[src/rtl/duty_update_ctrl.sv]
// -----------------------------------------------------------------------------
// duty_update_ctrl
//
// Purpose
//   Double-buffers host duty writes and commits them into the external 12-bit
//   duty holding register only at a safe point, so the PWM waveform generated
//   here from that register's readback never shows a torn period.
//   In mode 0 a pending duty is committed on the counter wrap. In mode 1 it is
//   committed on the next cycle.
//
// Ports
//   Clock         system clock, rising edge
//   Reset         synchronous, active-low
//   wr_valid      host offers a new duty value
//   wr_duty       duty value offered
//   wr_ready      controller can accept a write (registered)
//   upd_mode      0 = commit at period wrap, 1 = commit on next cycle
//   period        terminal count, sampled at wrap; period length = period+1
//   duty_q        readback of the committed duty register
//   duty_en       load enable to the duty register (combinational)
//   duty_din      load data to the duty register (the pending value)
//   period_start  one-cycle pulse in the cnt==0 cycle that follows a wrap
//   commit_done   one-cycle pulse in the cycle after duty_en
//   pwm_out       PWM output, registered: one cycle behind the counter
// -----------------------------------------------------------------------------
module duty_update_ctrl #(
  parameter int W = 12
) (
  input  logic         Clock,
  input  logic         Reset,
  input  logic         wr_valid,
  input  logic [W-1:0] wr_duty,
  output logic         wr_ready,
  input  logic         upd_mode,
  input  logic [W-1:0] period,
  input  logic [W-1:0] duty_q,
  output logic         duty_en,
  output logic [W-1:0] duty_din,
  output logic         period_start,
  output logic         commit_done,
  output logic         pwm_out
);

  typedef enum logic [1:0] {
    IDLE = 2'd0,
    PEND = 2'd1,
    DONE = 2'd2
  } state_e;

  state_e         state_q;
  logic [W-1:0]   pending_q;
  logic           wr_ready_q;
  logic           commit_done_q;

  logic [W-1:0]   cnt_q, cnt_d;
  logic [W-1:0]   per_lat_q, per_lat_d;
  logic           period_start_q;
  logic           pwm_q;

  logic           wrap;
  logic           commit;

  // ---------------------------------------------------------------------------
  // Period counter
  // ---------------------------------------------------------------------------
  // cnt never exceeds per_lat, so the equality test is the only terminal
  // condition needed. per_lat==0 degenerates to a wrap every cycle.
  assign wrap = (cnt_q == per_lat_q);

  // NOTE: every variable assigned in always_comb gets a default first; a path
  // that leaves one unassigned would infer a latch.
  always_comb begin
    cnt_d     = cnt_q + W'(1);
    per_lat_d = per_lat_q;
    if (wrap) begin
      cnt_d     = '0;
      per_lat_d = period;
    end
  end

  // NOTE: sequential state uses non-blocking assignments only, so every
  // register samples the pre-edge values of the others regardless of order.
  always_ff @(posedge Clock) begin
    if (!Reset) begin
      cnt_q          <= '0;
      per_lat_q      <= '0;
      period_start_q <= 1'b0;
      pwm_q          <= 1'b0;
    end else begin
      cnt_q          <= cnt_d;
      per_lat_q      <= per_lat_d;
      period_start_q <= wrap;
      pwm_q          <= (cnt_q < duty_q);
    end
  end

  // ---------------------------------------------------------------------------
  // Write sequencer
  // ---------------------------------------------------------------------------
  // The commit condition is re-evaluated every PEND cycle, so a change of
  // upd_mode while a value is pending takes effect at once.
  assign commit = (state_q == PEND) && (upd_mode || wrap);

  // Gated by Reset so that a reset landing on a commit cycle cannot load the
  // duty register: the pending value is dropped, not committed.
  assign duty_en  = Reset && commit;
  assign duty_din = Reset ? pending_q : '0;

  // wr_ready is registered and cleared by reset, so it rises one cycle after
  // reset is released. Writes offered while it is low are simply not taken;
  // the host holds wr_valid until it sees wr_ready.
  always_ff @(posedge Clock) begin
    if (!Reset) begin
      state_q       <= IDLE;
      pending_q     <= '0;
      wr_ready_q    <= 1'b0;
      commit_done_q <= 1'b0;
    end else begin
      commit_done_q <= 1'b0;
      unique case (state_q)
        IDLE: begin
          if (wr_valid && wr_ready_q) begin
            pending_q  <= wr_duty;
            wr_ready_q <= 1'b0;
            state_q    <= PEND;
          end else begin
            wr_ready_q <= 1'b1;
          end
        end
        PEND: begin
          // A write accepted in a wrap cycle lands here after that wrap, so it
          // waits for the next one in mode 0.
          if (commit) begin
            commit_done_q <= 1'b1;
            state_q       <= DONE;
          end
        end
        DONE: begin
          wr_ready_q <= 1'b1;
          state_q    <= IDLE;
        end
        default: begin
          wr_ready_q <= 1'b0;
          state_q    <= IDLE;
        end
      endcase
    end
  end

  assign wr_ready     = wr_ready_q;
  assign commit_done  = commit_done_q;
  assign period_start = period_start_q;
  assign pwm_out      = pwm_q;

endmodule

[config.mk]
export PLATFORM = sky130hd
export DESIGN_NAME = duty_update_ctrl
export DESIGN_NICKNAME = d
export VERILOG_FILES = /design/src/rtl/duty_update_ctrl.sv
export SDC_FILE = /design/constraint.sdc
export NUM_CORES = 1
export LEC_CHECK = 0
export CAP_MARGIN = 10
export CORE_ASPECT_RATIO = 2
export CORE_MARGIN = 2
export CORE_UTILIZATION = 48
export CTS_CLUSTER_SIZE = 16
export DETAILED_ROUTE_END_ITERATION = 8
export PLACE_DENSITY = 0.9
export SLEW_MARGIN = 30
export SYNTH_ARGS = -nofsm -noshare
export SYNTH_HDL_FRONTEND = slang
export SYNTH_SLANG_ARGS = --single-unit
export TNS_END_PERCENT = 10
[constraint.sdc]
create_clock -name Clock -period 1.8 [get_ports Clock]
set_clock_uncertainty 0.1 [all_clocks]
set_input_delay 0.36 -clock Clock [delete_from_list [all_inputs] [get_ports Clock]]
set_output_delay 0.36 -clock Clock [all_outputs]
set_load 0.01 [all_outputs]
==> results.json <==
{
  "outcome": "finished, violations left",
  "violations": "setup timing",
  "final_area_um2": 3110,
  "cp_max_fo": 2,
  "worstHoldStart": "pending_q[8]",
  "hold_violations": 0,
  "synthSimpleGateAreaFrac_pct": 26.5,
  "holdPathEnd": "pending_q[8]",
  "cts.sinks": 42,
  "cap_violations": 0,
  "ant_nets": 0,
  "rows": 34,
  "syn_area_per_cell_um2": 8.75,
  "synth_compound_area_share_pct": 11.4,
  "clockBufferDepth": 2,
  "reg2reg_slack_ns": -0.05,
  "p_clk_share_pct": 21.0,
  "dieArea_um2": 4950,
  "area_growth_pct": 48.2,
  "reg2reg_depth": 8,
  "syn_inst": 240,
  "synthesis.area_um2": 2100,
  "yosys.area_share.adder_pct": 7.15,
  "synthXorXnorAreaFrac_pct": 9.17,
  "worst_slew_pin_slew_ns": 0.417,
  "cts_buffers": 5,
  "wirelength_um": 5890,
  "setup_viol": 8,
  "drv_slew": 0,
  "via_count": 1994,
  "powerDensity_nw_per_um2": 976,
  "regToRegStartpoint": "per_lat_q[6]",
  "routed_via_density": 5.23,
  "vdd_drop_max_mv": 0.915,
  "die_y_um": 97.6,
  "layout-drive-gt1-share_pct": 23.2,
  "synthMuxAreaShare_pct": 0,
  "synth_top_family_by_area": "simple AND/OR/NAND/NOR gates",
  "die_w_um": 50.8,
  "drc": 0,
  "htreeDepth": 2,
  "power_switching_mw": 1.04,
  "required_ns": 1.34,
  "combPwrFrac_pct": 42.8,
  "worstReg2RegEnd": "per_lat_q[1]",
  "grt_pass1_vias": 1928,
  "start_kind": "register",
  "hold_path_class": "register to register",
  "crit_path_end_kind": "output port",
  "fmax_mhz": 437,
  "finalCritPeriodShare_pct": 127,
  "io_buffers": 56,
  "synth.net_count": 292,
  "drt-initial-drc-count": 43,
  "antenna_cells": 0,
  "min_period_ns": 2.29,
  "start_util_pct": 48.9,
  "hold_depth": 2,
  "rsz0062_at_grt": "true",
  "ys_seq_area_share_pct": 40.0,
  "crit_type": "register to output port",
  "wl_per_cell_um": 15.5,
  "yosys_warnings": 0,
  "clk_pin_slew_ns": 0.08,
  "sw_frac_of_total_pct": 34.2,
  "relSlewSlack_pct": 72.1,
  "synth_cell_types": 33,
  "routabilityCongestion": 0.822,
  "cts_tree": "done",
  "fin_ws_ns": -0.488,
  "p_int_mw": 2.00,
  "dpl_cell_area_um2": 2870,
  "antenna_found_initial": 0,
  "final_nets": 378,
  "pwr-share-seq_pct": 36.2,
  "timing.hold.ws_ns": 0.351,
  "coreArea_um2": 4300,
  "clock_latency_ns": 0.30,
  "grt_pass1_wl_um": 8610,
  "grtUsageTotal_pct": 23.1,
  "grt_max_degree": 19,
  "dp_hpwl_um": 3870,
  "dp_slack_ns": -0.622,
  "ios": 57,
  "dr.pass1.iters": 4,
  "p_leak_nw": 1.42,
  "cp.arrival_ns": 1.83,
  "ctsHoldBuffers": 0,
  "cts-root-buf": "clkbuf_8",
  "synth-seq-cells": 42,
  "grt_overflow": 0
}
==> sequential cells by signal, indices dropped and copies added (netlist names) <==
signal / count
pwm_out: 1
commit_done: 1
period_start: 1
state_q: 2
cnt_q: 12
per_lat_q: 12
wr_ready: 1
pending_q: 12
==> cells by family after synthesis <==
kind of cell,count (synthesis)
compound gates,36
xor+xnor,22
buf+inv,23
fa+ha+maj,12
flops,42
simple gates,105
==> through the flow <==
stage	std cells	util, %	total power, mW	setup TNS, ns
detailed placement	367	66.7	2.04	-5.99
global route	381	72.5	3.17	-1.77
CTS	378	69.5	2.74	-0.874
global placement	367	66.7	2.01	-5.24
floorplan	240	-	1.71	-0.0184
finish	381	72.5	3.04	-0.664
==> repair_timing <==
item,in CTS,in global routing
gates cloned,1,1
pin swaps,7,8
gates resized for setup,23,20
setup endpoints to repair,20,31
buffers inserted,2,4
==> cell usage in the layout, fill, tap and decap left out, drive strengths merged, types with 3 or more instances in the layout <==
master	instances
and2	12
clkbuf	9
xnor2	3
ha	12
nand3	18
nor4b	3
nand2	42
xor2	19
dfxtp	42
clkdlybuf4s50	45
inv	12
o21ai	14
buf	33
dlygate4sd2	8
nor4	3
nor2	14
a21oi	17
and3	4
==> synthesized netlist by cell type <==
master / count / share of area (%)
a211oi_1: 1 / 0.36
a21o_1: 2 / 0.71
a21oi_1: 17 / 4.0
a221o_1: 1 / 0.48
a31oi_1: 1 / 0.30
and2_1: 12 / 3.6
and3_1: 3 / 0.89
and3_2: 1 / 0.36
and4_1: 2 / 0.83
buf_2: 2 / 0.48
buf_6: 3 / 1.6
clkbuf_1: 4 / 0.71
clkbuf_8: 1 / 0.65
clkinv_1: 1 / 0.18
dfxtp_1: 42 / 40
ha_1: 12 / 7.1
inv_1: 12 / 2.1
nand2_1: 42 / 7.5
nand2b_1: 2 / 0.60
nand3_1: 15 / 3.6
nand3_2: 3 / 1.4
nand3b_1: 2 / 0.71
nor2_1: 14 / 2.5
nor2b_1: 1 / 0.30
nor3b_1: 1 / 0.36
nor4_2: 2 / 1.2
nor4_4: 1 / 1.0
nor4b_1: 3 / 1.3
o21ai_0: 2 / 0.48
o21ai_2: 12 / 5.0
or3b_2: 1 / 0.42
xnor2_1: 3 / 1.3
xor2_1: 19 / 7.9
==> how the worst max path moves through the flow <==
stage	start	cells after the start	endpoint
global route	cnt_q[11]	5	duty_en
floorplan	cnt_q[2]	4	duty_en
CTS	per_lat_q[3]	5	duty_en
detailed placement	per_lat_q[5]	5	duty_en
global placement	per_lat_q[10]	5	duty_en
finish	per_lat_q[11]	5	duty_en
==> per-layer routing <==
layer  GRT usage [%]  wire length, um  vias to the layer above
li1                -                -                      970
met1            23.0             2070                      929
met2            43.6             3350                       78
met3            4.31              284                       17
met4            10.6              187                        0
met5               0                0                        -
==> layout make-up <==
type / instances / area [um^2]
clock buffer: 7 / 86.3
clock inverter: 1 / 5.00
fill: 279 / 1180
inverter: 13 / 48.8
multi-input combinational: 175 / 1220
sequential: 42 / 847
tap: 54 / 67.6
timing repair buffer: 89 / 835
==> critical path, stage by stage (launching register included) <==
cell     delay, ns
dfxtp_2       0.34
xor2_2        0.18
nor4_4        0.39
a31oi_4       0.17
nor4b_4       0.27
buf_2         0.18
==> power by group through the flow <==
stage	Combinational [mW]	Sequential, mW	Clock [mW]
finish	1.30	1.10	0.638
global route	1.38	1.11	0.683
CTS	1.02	1.09	0.638
detailed placement	0.933	1.11	0
global placement	0.908	1.10	0
floorplan	0.595	1.12	0
Power figures use the tool's default switching activity.
